==> src/rtl/uart_tx_pkg.sv <==
// Shared register map, status bit positions and FSM state encoding for the
// memory-mapped UART transmitter.
package uart_tx_pkg;

    localparam logic TXDATA_OFF = 1'b0;
    localparam logic CTRL_OFF   = 1'b1;

    localparam int ST_BUSY    = 0;
    localparam int ST_FULL    = 1;
    localparam int ST_EMPTY   = 2;
    localparam int ST_IE      = 3;
    localparam int ST_OVF     = 4;
    localparam int ST_CNT_LSB = 8;
    localparam int ST_CNT_W   = 5;

    typedef enum logic [1:0] {
        IDLE  = 2'd0,
        START = 2'd1,
        DATA  = 2'd2,
        STOP  = 2'd3
    } uart_tx_state_t;

endpackage

==> src/rtl/uart_tx_fifo.sv <==
// Synchronous byte FIFO feeding the transmitter; head entry is readable
// combinationally so the FSM can load its shifter on the pop edge.
module uart_tx_fifo #(
    parameter int DEPTH = 8,
    parameter int WIDTH = 8
) (
    input  logic                     clk,
    input  logic                     rst_n,
    input  logic                     push,
    input  logic                     pop,
    input  logic [WIDTH-1:0]         wdata,
    output logic [WIDTH-1:0]         rdata,
    output logic                     full,
    output logic                     empty,
    output logic [$clog2(DEPTH):0]   count
);

    localparam int AW = $clog2(DEPTH);
    localparam int CW = AW + 1;

    logic [WIDTH-1:0] mem_q [DEPTH];
    logic [AW-1:0]    wr_ptr_q, wr_ptr_d;
    logic [AW-1:0]    rd_ptr_q, rd_ptr_d;
    logic [CW-1:0]    count_q, count_d;
    logic             push_ok, pop_ok;

    assign full  = (count_q == CW'(DEPTH));
    assign empty = (count_q == '0);
    assign count = count_q;
    assign rdata = mem_q[rd_ptr_q];

    // A push into a full FIFO still lands when the same cycle frees a slot.
    assign pop_ok  = pop && !empty;
    assign push_ok = push && (!full || pop_ok);

    always_comb begin
        wr_ptr_d = wr_ptr_q;
        rd_ptr_d = rd_ptr_q;
        count_d  = count_q + CW'(push_ok) - CW'(pop_ok);
        if (push_ok) wr_ptr_d = wr_ptr_q + AW'(1);
        if (pop_ok)  rd_ptr_d = rd_ptr_q + AW'(1);
    end

    always_ff @(posedge clk or negedge rst_n) begin
        if (!rst_n) begin
            wr_ptr_q <= '0;
            rd_ptr_q <= '0;
            count_q  <= '0;
        end else begin
            wr_ptr_q <= wr_ptr_d;
            rd_ptr_q <= rd_ptr_d;
            count_q  <= count_d;
        end
    end

    always_ff @(posedge clk) begin
        if (push_ok) mem_q[wr_ptr_q] <= wdata;
    end

endmodule

==> src/rtl/uart_tx_dev.sv <==
// Bridge-attached 8N1 UART transmitter: register decode, TX FIFO, frame FSM
// with baud counter and shifter, and a registered drain interrupt.
module uart_tx_dev
    import uart_tx_pkg::*;
#(
    parameter int CLK_DIV    = 868,
    parameter int FIFO_DEPTH = 8
) (
    input  logic        clk,
    input  logic        rst_n,
    input  logic [31:0] D,
    input  logic        A,
    input  logic [3:0]  be,
    input  logic        we,
    output logic [31:0] Dout,
    output logic        INT,
    output logic        tx
);

    localparam int BW  = $clog2(CLK_DIV);
    localparam int FCW = $clog2(FIFO_DEPTH) + 1;
    localparam logic [BW-1:0] BAUD_MAX = BW'(CLK_DIV - 1);

    uart_tx_state_t state_q, state_d;
    logic [BW-1:0]  baud_q, baud_d;
    logic [2:0]     idx_q, idx_d;
    logic [7:0]     shift_q, shift_d;
    logic           tx_q, tx_d;
    logic           ie_q, ie_d;
    logic           ovf_q, ovf_d;
    logic           int_q, int_d;

    logic           wr_en, txdata_wr, ctrl_wr, push_drop, busy, baud_done;
    logic           fifo_pop, fifo_full, fifo_empty;
    logic [7:0]     fifo_rdata;
    logic [FCW-1:0] fifo_count;
    logic           unused_bits;

    assign unused_bits = ^{D[31:8], be[3:1]};

    assign wr_en     = we && be[0];
    assign txdata_wr = wr_en && (A == TXDATA_OFF);
    assign ctrl_wr   = wr_en && (A == CTRL_OFF);
    assign push_drop = txdata_wr && fifo_full && !fifo_pop;
    assign busy      = (state_q != IDLE);
    assign baud_done = (baud_q == BAUD_MAX);

    uart_tx_fifo #(
        .DEPTH (FIFO_DEPTH),
        .WIDTH (8)
    ) u_fifo (
        .clk   (clk),
        .rst_n (rst_n),
        .push  (txdata_wr),
        .pop   (fifo_pop),
        .wdata (D[7:0]),
        .rdata (fifo_rdata),
        .full  (fifo_full),
        .empty (fifo_empty),
        .count (fifo_count)
    );

    always_comb begin
        state_d  = state_q;
        baud_d   = baud_q;
        idx_d    = idx_q;
        shift_d  = shift_q;
        fifo_pop = 1'b0;
        case (state_q)
            IDLE: begin
                if (!fifo_empty) begin
                    fifo_pop = 1'b1;
                    shift_d  = fifo_rdata;
                    baud_d   = '0;
                    state_d  = START;
                end
            end
            START: begin
                if (baud_done) begin
                    baud_d  = '0;
                    idx_d   = '0;
                    state_d = DATA;
                end else begin
                    baud_d = baud_q + BW'(1);
                end
            end
            DATA: begin
                if (baud_done) begin
                    baud_d  = '0;
                    shift_d = {1'b0, shift_q[7:1]};
                    if (idx_q == 3'd7) state_d = STOP;
                    else               idx_d   = idx_q + 3'd1;
                end else begin
                    baud_d = baud_q + BW'(1);
                end
            end
            STOP: begin
                if (baud_done) begin
                    baud_d  = '0;
                    state_d = IDLE;
                end else begin
                    baud_d = baud_q + BW'(1);
                end
            end
            default: state_d = IDLE;
        endcase
    end

    // tx is registered from the current state, so the line lags the FSM by one cycle.
    always_comb begin
        tx_d = 1'b1;
        case (state_q)
            START:   tx_d = 1'b0;
            DATA:    tx_d = shift_q[0];
            default: tx_d = 1'b1;
        endcase
    end

    always_comb begin
        ie_d  = ctrl_wr ? D[ST_IE] : ie_q;
        ovf_d = ovf_q;
        if (push_drop)                ovf_d = 1'b1;
        else if (ctrl_wr && D[ST_OVF]) ovf_d = 1'b0;
        int_d = ie_q && fifo_empty && !busy;
    end

    always_ff @(posedge clk or negedge rst_n) begin
        if (!rst_n) begin
            state_q <= IDLE;
            baud_q  <= '0;
            idx_q   <= '0;
            shift_q <= '0;
            tx_q    <= 1'b1;
            ie_q    <= 1'b0;
            ovf_q   <= 1'b0;
            int_q   <= 1'b0;
        end else begin
            state_q <= state_d;
            baud_q  <= baud_d;
            idx_q   <= idx_d;
            shift_q <= shift_d;
            tx_q    <= tx_d;
            ie_q    <= ie_d;
            ovf_q   <= ovf_d;
            int_q   <= int_d;
        end
    end

    always_comb begin
        Dout = '0;
        if (A == CTRL_OFF) begin
            Dout[ST_BUSY]                   = busy;
            Dout[ST_FULL]                   = fifo_full;
            Dout[ST_EMPTY]                  = fifo_empty;
            Dout[ST_IE]                     = ie_q;
            Dout[ST_OVF]                    = ovf_q;
            Dout[ST_CNT_LSB +: ST_CNT_W]    = ST_CNT_W'(fifo_count);
        end
    end

    assign tx  = tx_q;
    assign INT = int_q;

endmodule

==> config.mk <==
export PLATFORM = sky130hd
export DESIGN_NAME = uart_tx_dev
export DESIGN_NICKNAME = d
export VERILOG_FILES = /design/src/rtl/uart_tx_pkg.sv /design/src/rtl/uart_tx_fifo.sv /design/src/rtl/uart_tx_dev.sv
export SDC_FILE = /design/constraint.sdc
export NUM_CORES = 1
export LEC_CHECK = 0
export CORE_UTILIZATION = 46
export CTS_CLUSTER_DIAMETER = 100
export DETAILED_ROUTE_END_ITERATION = 10
export PLACE_DENSITY = 0.68
export RECOVER_POWER = 100
export SYNTH_ARGS = -nofsm -noshare
export SYNTH_HDL_FRONTEND = slang
export SYNTH_SLANG_ARGS = --single-unit
==> constraint.sdc <==
create_clock -name clk -period 4.1 [get_ports clk]
set_clock_uncertainty 0.1 [all_clocks]
set_input_delay 0.615 -clock clk [delete_from_list [all_inputs] [get_ports clk]]
set_output_delay 0.615 -clock clk [all_outputs]
set_load 0.1 [all_outputs]
* Word-level counts from Yosys, hierarchy flattened *
Memory sizes are Yosys's and may differ from the RTL's.
Cells that the tools add are included.

cells by class
  add/subtract/negate cells = 6
  multipliers = 0
  divide/modulo/power cells = 0
  $lt $le $gt $ge = 0
  equality and inequality tests = 12
  shift-type cells = 0
  mux-type cells = 25
  bitwise logic cells = 1
  reductions and logical operators = 25

operators with widths
  cell                     count
  $mux W10                 2
  $pmux W10 S2             1
  $mux W8                  2
  $pmux W8 S2              1
  $ne A2 B2 Y1 const B     6
  $add A10 B1 Y10 const B  1
  $eq A10 B10 Y1 const B   1
  $logic_and A1 B1 Y1      10
  $mux W2                  5
  $add A3 B1 Y3 const B    3
  $mux W3                  3
  $pmux W2 S4              1
  $reduce_bool A2 Y1       4
  $mux W1                  6
  $pmux W3 S2              1
  $mux W5                  1
  $reduce_and A5 Y1        1
  $add A4 B1 Y4            1
  $eq A2 B2 Y1 const B     2
  $eq A4 B4 Y1 const B     1
  $logic_not A1 Y1         4
  $logic_not A4 Y1         1
  $mux W4                  1
  $reduce_and A4 Y1        1
  other kinds (9)          9

word-level totals
  register bits = 37
  latch bits = 0
  bits in writable memories = 64
  ROM bits = 0
  bits of input ports = 40
  output and inout bits = 34
  logic and storage cells = 81
  memories = 1

memories
  memory        words  bits a word  read ports  clocked after memory_dff  write ports  line                RTL
  u_fifo.mem_q  8      8            1           0                         1            uart_tx_fifo.sv:21  logic [WIDTH-1:0] mem_q [DEPTH];

* Longest topological paths before layout *
  word-level depth = 8
  mapped depth = 11
  mapped depth without buffers = 10

* Modules after synthesis *
Synthesis repeated with hierarchy kept, for this count alone.

unflattened totals
  cells, all modules = 324
  area total of the unflattened synthesis = 4864.7 um^2

modules (own cells, without submodules)
  module        times used  cells an instance  area an instance (um^2)  seq. area each (um^2)
  uart_tx_fifo  1           153                3093.0                   2172.1
  uart_tx_dev   1           171                1771.7                   676.9

* Worst setup path after synthesis *
No wires, ideal clock.

  path kind = register to register
  from = reg state_q[0]
  to = mem u_fifo.mem_q[2][0] (enable)
  setup time = 0.398 ns
  arrival time = 2.446 ns
  required time = 3.602 ns
  setup slack = 1.157 ns
  cell stages (with the launch flop) = 8
  path buffers = 1
  period minus slack after synthesis = 2.943 ns
  cells stage by stage = dfrtp_1 > inv_1 > ha_1 > buf_2 > nand2b_1 > and3_1 > or3_1 > nor4b_1

between the ends
  longest elaborated chain between the ends = 7

RTL lines
  element                        line                RTL
  start: declaration             uart_tx_dev.sv:24   uart_tx_state_t state_q, state_d;
  start signal: assignment       uart_tx_dev.sv:138  state_q <= state_d;
  $logic_not A2 Y1               uart_tx_dev.sv:69   case (state_q)
  $mux W1                        uart_tx_dev.sv:69
  $logic_and A1 B1 Y1            uart_tx_fifo.sv:33  assign pop_ok = pop && !empty;
  $logic_or A1 B1 Y1             uart_tx_fifo.sv:34  assign push_ok = push && (!full || pop_ok);
  $logic_and A1 B1 Y1            uart_tx_fifo.sv:34
  $mux W1                        uart_tx_fifo.sv:57  if (push_ok) mem_q[wr_ptr_q] <= wdata;
  $mux W1 (implied by the code)  uart_tx_fifo.sv:57
  end: declaration               uart_tx_fifo.sv:21

Every way passes these cells.

* Final worst setup path *
  from = reg state_q[0]
  to = mem u_fifo.mem_q[1][4] (enable)

The elaborated chain is that of the path after synthesis.

==> flow_summary.ini <==
[cts]
clkSinkCount = 101
ctsResizeCount = 0
cts_max_level = 3
cts_tree = built
clk_latency_ns = 0.36
holdBufCountCts = 0
cts_inserted_buffers = 9
post_cts_buffers = 0
cts.clk_slew.worst_paths_ns = 0.09
clk_path_buf_depth = 2
clockRootBuffer = clkbuf_8

[detailed_routing]
drt-met1-wl_mm = 3.57
num_vias = 2558
wl_per_cell_um = 16.0
drcViolationCount = 0
route.met2.wl_mm = 3.89
ant_nets = 0
route.met3.wl_um = 241
drt_wl_total_mm = 7.82
initialDrtViolationCount = 102
vias_per_cell = 5.22
dr.pass1.iters = 4
top_layer = met4

[final_layout]
layout-drive-gt1-share_pct = 14.8
final_util_pct = 51.9
nets = 409
diodes = 0
area_growth_pct = 8.25

[sta]
rsz0062_at_grt = false
whs_ns = 0.394
max_freq_mhz = 303
setup_slack_ns = 0.795
drv_slew = 38
hold_violations = 0
tns_ns = 0
worst_pin_slew_ns = 1.99
min_period_over_period_pct = 80.6
period_minus_slack_ns = 3.31
setup-violations-final = 0
slew_headroom_pct = -32.9

[placement]
io_buffers = 23
hpwl_mm = 5.34
pre_cts_ws_ns = 1.14
place_congestion = 0.708

[die]
rows = 36
fp.dieArea_um2 = 10700
die_w_um = 103
io_pins = 74
fp.dieH_um = 103
start_util_pct = 48.0
coreArea_um2 = 9860

[synthesis]
syn-instance-count = 325
yosysTopAreaCell = edfxtp_1
synth_ff_type = edfxtp_1
ys_seq_area_share_pct = 60.2
netlist_area_um2 = 4730
synth.area.top_cells = edfxtp_1, dfrtp_1, mux2_2
syn_avg_cell_area_um2 = 14.6
synth_cell_types = 49
ys_async_sr_fraction_pct = 36.6
yosys_register_bits = 101
synth_top_area_share_pct = 40.6
yosys_warnings = 0
synth_edf_count = 64

[grt]
grt_pass1_vias = 2526
grtUsageTotal_pct = 16.4
gr-total-overflow = 0
grt_first_pass_wirelength_mm = 12.7
antenna_found_initial = 0
grt_max_degree = 38

[outcome]
status = finished with violations
violations = capacitance limit, slew limit

[critical_path]
max_stage_delay_ns = 0.76
crit_slowest_cell = nor4b_1
r2r-start = state_q[0]
worstSetupStartpoint = state_q[0]
path_class = reg2reg
crit_path_start_kind = flop
required_ns = 4.02
crit_path_max_fanout = 10
cp_cell_sequence = inv_1 -> ha_1 -> nand2b_1 -> and3_1 -> or3_1 -> nor4b_1 -> clkbuf_1
arrival_ns = 3.23
critPathCaptureType = flop

[hold_path]
hp-class = reg2reg
hold_path_startpoint = shift_q[0]

[power]
ir_drop_v = 0.000222
total_power_uw = 2260
p_leak_uw = 0.00193
cellPowerDensity_nw_per_um2 = 441

[job]
maxCapViolations = 1
[path summary, 6_finish.rpt]
kind	slack, ns	depth (start not counted)	end
min	0.39	2	tx
min in group asynchronous	0.70	1	baud_q[6]
min reg2reg	0.39	2	tx
max in group asynchronous	2.05	1	shift_q[7]
max	0.79	7	u_fifo.mem_q[1][4]
max reg2reg	0.79	7	u_fifo.mem_q[1][4]
[synth_stat cells, types with 2 or more instances]
| master | number |
|---|---|
| nor2b_1 | 2 |
| nand2b_1 | 2 |
| o21ai_1 | 7 |
| mux2_1 | 3 |
| buf_1 | 2 |
| xnor2_1 | 3 |
| mux4_2 | 11 |
| mux2_2 | 22 |
| and3_1 | 4 |
| inv_2 | 2 |
| nand2_1 | 20 |
| nand3_1 | 5 |
| a21o_1 | 6 |
| a31o_1 | 2 |
| buf_2 | 3 |
| nor3_1 | 6 |
| nor3b_1 | 5 |
| nor4_1 | 2 |
| nor4b_1 | 2 |
| or3_1 | 3 |
| buf_4 | 23 |
| dfrtp_1 | 36 |
| clkbuf_1 | 8 |
| xor2_1 | 5 |
| nand4_1 | 3 |
| a21oi_1 | 4 |
| edfxtp_1 | 64 |
| a22o_1 | 3 |
| inv_1 | 11 |
| mux4_1 | 5 |
| o21ai_0 | 6 |
| nor2_1 | 5 |
| ha_1 | 16 |
| and2_1 | 9 |
[per-stage QoR]
step	area, um2	cells
2_1_floorplan	4810	347
3_3_place_gp	5010	474
3_5_place_dp	5010	474
4_1_cts	5200	490
5_1_grt	5120	490
6_report	5120	490
[report_power, final]
part	switching, uW	internal (uW)	total, uW
registers	60.5	1150	1210
logic	334	113	447
clock network	360	236	596
[flip-flops by register name, indices dropped and copies added (netlist names)]
register / cells
u_fifo.rd_ptr_q: 3
u_fifo.count: 4
idx_q: 3
state_q: 2
ovf_q: 1
shift_q: 8
u_fifo.mem_q: 64
u_fifo.wr_ptr_q: 3
baud_q: 10
ie_q: 1
INT: 1
tx: 1
[final cells by class]
class / instances / area (um2)
inverters: 13 / 48.8
well taps: 133 / 166
repair buffers: 32 / 209
multi-input cells: 195 / 1660
clock inverters: 7 / 65.1
flip-flops and latches: 101 / 2850
clock buffers: 9 / 124
fillers: 845 / 4740
[critical path, delay by kind of cell, from the launching register on]
| kind | cells | cell delay (ns) |
|---|---|---|
| flip-flops | 1 | 0.42 |
| buffers and inverters | 2 | 0.52 |
| adder cells (fa/ha/maj) | 1 | 0.43 |
| AND/OR/NAND/NOR | 4 | 1.50 |
[logic make-up after synthesis]
| group | count (synthesis) | synth area share [%] |
|---|---|---|
| AO/OA/AOI/OAI | 35 | 4.92 |
| XOR/XNOR | 8 | 1.48 |
| adder cells (fa/ha/maj) | 17 | 4.65 |
| buffers and inverters | 51 | 6.45 |
| flip-flops | 101 | 60.2 |
| multiplexers | 42 | 14.2 |
| other | 1 | 0.0793 |
| AND/OR/NAND/NOR | 70 | 8.01 |
[per-layer routing]
layer	track usage [%]	vias to the layer above
li1	-	1212
met4	5.85	0
met3	3.43	14
met2	26.7	50
met5	0	-
met1	21.9	1282
[cells in the final DEF (no fill, tap or decap), types with 2 or more instances in the layout]
cell and instances:
and3_1 4, edfxtp_1 64, clkbuf_8 9, nor2b_1 2
nor4b_1 2, dlygate4sd3_1 11, clkdlybuf4s50_1 2, nor3_1 6
nor3b_1 5, mux4_2 11, and2_1 8, nand2_1 20
or3_1 3, o21ai_0 12, dfrtp_1 36, conb_1 23
nand3_1 5, a21oi_1 4, buf_4 2, a22o_1 3
xor2_1 5, nor2_1 5, inv_1 12, nand4_1 3
xnor2_1 3, a21o_1 6, nor4_1 2, nand2b_1 2
a31o_1 2, clkbuf_1 17, mux4_1 5, inv_8 2
clkinv_4 2, mux2_2 22, mux2_1 3, ha_1 16
inv_6 2
(Power assumes the default switching activity.)
